<file path="src/rtl/qif_spike_decoder_if.sv">
// Bundle between the QIF membrane stream source/rate consumer and the spike decoder.
// The decoder takes the slave side. The environment takes the master side.
interface qif_spike_decoder_if;
   logic        en;
   logic [7:0]  v_mem;
   logic        spike;
   logic [23:0] isi;
   logic        isi_valid;
   logic [15:0] rate_count;
   logic        rate_valid;
   logic        rate_ready;
   logic        rate_overrun;

   modport master (
      output en, v_mem, rate_ready,
      input  spike, isi, isi_valid, rate_count, rate_valid, rate_overrun
   );

   modport slave (
      input  en, v_mem, rate_ready,
      output spike, isi, isi_valid, rate_count, rate_valid, rate_overrun
   );
endinterface

</file>
<file path="src/rtl/qif_spike_decoder.sv">
// Converts a QIF membrane stream back into numbers.
// It detects spikes with threshold/re-arm hysteresis, measures the ISI and reports a windowed firing rate.
module qif_spike_decoder #(
   parameter logic [7:0]  V_THRESH = 8'd200,
   parameter logic [7:0]  V_REARM  = 8'd64,
   parameter logic [23:0] WINDOW   = 24'd10_000_000
) (
   input logic clk,
   input logic rst,
   qif_spike_decoder_if.slave bus
);

   localparam logic [0:0] ST_IDLE = 1'b0;
   localparam logic [0:0] ST_PEAK = 1'b1;

   logic [0:0]  state;
   logic [23:0] icnt;
   logic [23:0] wcnt;
   logic [15:0] scnt;
   logic        first_seen;

   logic        ev;
   logic        win_close;
   logic [23:0] icnt_inc;
   logic [15:0] scnt_inc;

   // ev is the registered-next spike: it fires on the same edge that enters PEAK
   assign ev        = bus.en && (state == ST_IDLE) && (bus.v_mem >= V_THRESH);
   assign win_close = bus.en && (wcnt == WINDOW - 24'd1);
   assign icnt_inc  = (icnt == 24'hFFFFFF) ? icnt : icnt + 24'd1;
   assign scnt_inc  = (ev && scnt != 16'hFFFF) ? scnt + 16'd1 : scnt;

   always_ff @(posedge clk) begin
      if (rst) begin
         state            <= ST_IDLE;
         icnt             <= '0;
         wcnt             <= '0;
         scnt             <= '0;
         first_seen       <= 1'b0;
         bus.spike        <= 1'b0;
         bus.isi          <= '0;
         bus.isi_valid    <= 1'b0;
         bus.rate_count   <= '0;
         bus.rate_valid   <= 1'b0;
         bus.rate_overrun <= 1'b0;
      end else begin
         bus.spike     <= ev;
         bus.isi_valid <= ev && first_seen;

         if (bus.en) begin
            case (state)
               ST_IDLE: if (bus.v_mem >= V_THRESH) state <= ST_PEAK;
               ST_PEAK: if (bus.v_mem < V_REARM)   state <= ST_IDLE;
               default: state <= ST_IDLE;
            endcase

            if (ev) begin
               bus.isi    <= icnt_inc;
               icnt       <= '0;
               first_seen <= 1'b1;
            end else begin
               icnt <= icnt_inc;
            end

            // A spike on the closing edge is folded into the window being reported
            if (win_close) begin
               wcnt <= '0;
               scnt <= '0;
            end else begin
               wcnt <= wcnt + 24'd1;
               scnt <= scnt_inc;
            end
         end

         // A fresh result wins over a same-edge accept, so the consumer never loses it
         if (win_close) begin
            bus.rate_count <= scnt_inc;
            bus.rate_valid <= 1'b1;
            if (bus.rate_valid && !bus.rate_ready) bus.rate_overrun <= 1'b1;
         end else if (bus.rate_valid && bus.rate_ready) begin
            bus.rate_valid <= 1'b0;
         end
      end
   end

endmodule

</file>
<file path="src/flat_wrapper.sv">
// flat-port wrapper written by rule: the top's interface ports become plain ports
module qif_spike_decoder_flat 
#(
   parameter logic [7:0]  V_THRESH = 8'd200,
   parameter logic [7:0]  V_REARM  = 8'd64,
   parameter logic [23:0] WINDOW   = 24'd10_000_000
)
  (clk, rst, bus_en, bus_v_mem, bus_rate_ready, bus_spike, bus_isi, bus_isi_valid, bus_rate_count, bus_rate_valid, bus_rate_overrun);
  qif_spike_decoder_if bus_i ();
  input logic clk;
  input logic rst;
  input wire logic [$bits(bus_i.en)-1:0] bus_en;
  input wire logic [$bits(bus_i.v_mem)-1:0] bus_v_mem;
  input wire logic [$bits(bus_i.rate_ready)-1:0] bus_rate_ready;
  output wire logic [$bits(bus_i.spike)-1:0] bus_spike;
  output wire logic [$bits(bus_i.isi)-1:0] bus_isi;
  output wire logic [$bits(bus_i.isi_valid)-1:0] bus_isi_valid;
  output wire logic [$bits(bus_i.rate_count)-1:0] bus_rate_count;
  output wire logic [$bits(bus_i.rate_valid)-1:0] bus_rate_valid;
  output wire logic [$bits(bus_i.rate_overrun)-1:0] bus_rate_overrun;
  assign bus_i.en = bus_en;
  assign bus_i.v_mem = bus_v_mem;
  assign bus_i.rate_ready = bus_rate_ready;
  assign bus_spike = bus_i.spike;
  assign bus_isi = bus_i.isi;
  assign bus_isi_valid = bus_i.isi_valid;
  assign bus_rate_count = bus_i.rate_count;
  assign bus_rate_valid = bus_i.rate_valid;
  assign bus_rate_overrun = bus_i.rate_overrun;
  qif_spike_decoder #(.V_THRESH(V_THRESH), .V_REARM(V_REARM), .WINDOW(WINDOW)) u_core (.clk(clk), .rst(rst), .bus(bus_i));
endmodule
</file>
<file path="config.mk">
export PLATFORM = sky130hd
export DESIGN_NAME = qif_spike_decoder_flat
export DESIGN_NICKNAME = d
export VERILOG_FILES = /design/src/rtl/qif_spike_decoder_if.sv /design/src/rtl/qif_spike_decoder.sv /design/src/flat_wrapper.sv
export SDC_FILE = /design/constraint.sdc
export NUM_CORES = 1
export LEC_CHECK = 0
export ABC_AREA = 0
export CAP_MARGIN = 20
export CELL_PAD_IN_SITES_DETAIL_PLACEMENT = 1
export CELL_PAD_IN_SITES_GLOBAL_PLACEMENT = 1
export CORE_MARGIN = 5
export CORE_UTILIZATION = 35
export DETAILED_ROUTE_END_ITERATION = 10
export PLACE_DENSITY_LB_ADDON = 0.1
export RECOVER_POWER = 50
export SETUP_SLACK_MARGIN = 0.4
export SYNTH_ARGS = -nofsm -noshare
export SYNTH_HDL_FRONTEND = slang
export SYNTH_SLANG_ARGS = --single-unit
</file>
<file path="constraint.sdc">
create_clock -name clk -period 2 [get_ports clk]
set_input_delay 0.4 -clock clk [delete_from_list [all_inputs] [get_ports clk]]
set_output_delay 0.4 -clock clk [all_outputs]
set_load 0.005 [all_outputs]
</file>
==> impl_metrics.ini <==
[critical_path]
setup.worst_path.class = flip-flop to flip-flop
critPathLaunchType = flip-flop
arrival_ns = 2.32
endpoint_kind = flip-flop
cp_max_fo = 5
worstPathRequired_ns = 2.25

[synth]
synth_xor_area_frac = 0.08712
netlist_instances = 607
ys_top_cells_by_area = dfxtp_1 43%, nor2_1 5.7%, xnor2_1 4.4%, xor2_1 4.3%, a21oi_1 3.8%
ys_seq_area_frac = 0.4295
synth_fa_ha_area_frac = 0.007321
synth_top_area_frac = 0.4295
synthSimpleGateAreaFrac = 0.2501
syn_area_um2 = 5127
dominantRegCellSynth = dfxtp_1
synth_edf_count = 0
synth.avg_cell_area_um2 = 8.447
syn_nets = 622
ys_ff_latch = 110
async_reset_ff_frac = 0
synth_compound_area_frac = 0.1706
yosysWarnings = 0
yosysUniqueCellTypes = 56
synthMuxAreaShare = 0.01171
synth_top_family_by_area = simple AND/OR/NAND/NOR gates
synth_top_cell_by_area = dfxtp_1

[grt]
gr-total-overflow = 0
antenna_found_initial = 1
grt_pass1_wl_um = 29170
grt_max_degree = 31
grt_pass1_vias = 5705
globalRouteTotalUtil = 0.2134

[sta]
rsz0062_at_grt = true
hold_ws_ns = 0.4575
setup_viol = 7
clock-skew-final_ns = 0.007814
slew_viol_final = 0
relSlewSlack = 0.6355
max_clock_freq_mhz = 484.0
finalHoldViolations = 0
setup_ws_ns = -0.06629
worstMarginPinSlew_ns = 0.5447
period_minus_slack_ns = 2.066
fin_crit_sh = 1.033

[clock_tree]
cts_num_sinks = 110
clkSlewWorstSetupHoldPaths_ns = 0.07
cts_max_level = 3
postCtsHoldBufs = 0
clockRootBuffer = clkbuf_16
insertion_delay_ns = 0.37
cts-buffers-inserted = 9
cts_tree = done
clock_tree.buffer_depth = 2

[die]
rows = 44
coreArea_um2 = 14420
ios = 56
die_w_um = 131.0
start_util = 0.3555
dieArea_um2 = 17170
die_h_um = 131.0

[placement]
gp_congestion = 0.8213
dpl_worst_slack_ns = -0.3301
hpwl_um = 11260
portBuffers = 52

[power]
power.density_nw_per_um2 = 520.3
vdd.ir_drop.worst_mv = 0.4072
leakagePower_nw = 3.040

[drt]
vias = 5297
drcViolationCount = 0
drt_iter0_drc = 214
viasPerCell = 5.478
routed_wl_um = 18610
route.antenna.remaining_nets = 0
wl_per_cell_um = 19.24
dr.pass1.iters = 4

[finish]
final_cell_mix = 101 x buf_4, 76 x dfxtp_1, 44 x nor2_1
final_layout_size_suffix_gt1_frac = 0.4061
diodes = 0
num-fill-cells = 1576
syn2layout_area_growth_pct = 62.15
final_core_utilization = 0.5764
layout_commonest_cell = buf_4
fin_nets = 793

[worst_hold_path]
worstHoldPathType = flip-flop to flip-flop

[run_status]
outcome = finished with violations
violations = negative setup slack

[run]
drv_cap = 0
critical path: stages (launching register included):
cell	delay [ns]
dfxtp_4	0.36
ha_4	0.13
nand4_1	0.20
or4_4	0.49
buf_6	0.15
o211ai_4	0.22
buf_6	0.15
buf_16	0.10
or3_1	0.10
a31oi_1	0.06
per-layer routing:
| metal | wire (µm) | vias up | share of wire | track usage |
|---|---|---|---|---|
| li1 | - | 2540 | - | - |
| met1 | 7834 | 2643 | 0.42 | 0.2538 |
| met2 | 9753 | 78 | 0.52 | 0.3862 |
| met3 | 549 | 34 | 0.030 | 0.02724 |
| met4 | 460 | 2 | 0.025 | 0.08651 |
| met5 | 7 | - | 0.00038 | 0 |
kinds of logic after synthesis:
family,after synthesis
compound gates,139
xor+xnor,51
fa+ha+maj,3
buf+inv,49
flops,110
mux,6
simple gates,249
final timing paths:
| kind | end | slack, ns | cells after the start | startpoint |
|---|---|---|---|---|
| setup reg to reg | u_core.bus.isi[19] | -0.07 | 9 | u_core.icnt[1] |
| hold / removal | u_core.first_seen | 0.46 | 2 | u_core.first_seen |
| setup / recovery | u_core.bus.isi[19] | -0.07 | 9 | u_core.icnt[1] |
| hold reg to reg | u_core.first_seen | 0.46 | 2 | u_core.first_seen |
power by group:
group | switching, mW | total, mW | internal (mW)
clock | 0.838 | 1.67 | 0.836
combinational | 0.216 | 0.417 | 0.201
sequential | 0.0228 | 2.24 | 2.21
total | 1.08 | 4.33 | 3.25
cells in the mapped netlist (all sizes together), types with 10 or more instances:
cell type / instances
nor4: 13
o21ai: 36
a21oi: 39
clkbuf: 19
nand4: 26
a211oi: 17
buf: 18
nor3: 22
xor2: 25
xnor2: 26
nor2: 78
dfxtp: 110
nand2: 36
and3: 10
a31oi: 16
inv: 11
nand3: 23
final cells by class:
| type | instances | area, µm² | share of cell area |
|---|---|---|---|
| clock buffer | 11 | 232.7 | 0.02799 |
| clock inverter | 5 | 26.28 | 0.003160 |
| inverter | 12 | 45.04 | 0.005418 |
| multi-input combinational | 448 | 3656 | 0.4397 |
| sequential | 110 | 2277 | 0.2739 |
| tap | 184 | 230.2 | 0.02769 |
| timing repair buffer | 197 | 1847 | 0.2221 |
timing repair:
item,4_1_cts,5_1_grt
pin swaps,87,45
setup buffers,31,15
gates cloned,6,0
resized for setup,207,79
setup endpoints to repair,145,108
stage by stage:
stage	power, mW	instances	TNS (ns)	cell area, µm²
detailed placement	2.625	899	-18.88	6665
floorplan	2.451	607	0	5350
CTS	4.337	952	-0.2347	7913
global route	4.478	967	-2.529	8314
global placement	2.612	899	-14.97	6665
finish	4.326	967	-0.3110	8314
registers in the layout, summed over array words and instances (netlist names):
signal / flops
u_core.icnt: 24
u_core.bus.rate_valid: 1
u_core.scnt: 16
u_core.bus.isi_valid: 1
u_core.state: 1
u_core.bus.rate_overrun: 1
u_core.bus.spike: 1
u_core.bus.rate_count: 16
u_core.bus.isi: 24
u_core.first_seen: 1
u_core.wcnt: 24
Power figures use the tool's default switching activity.
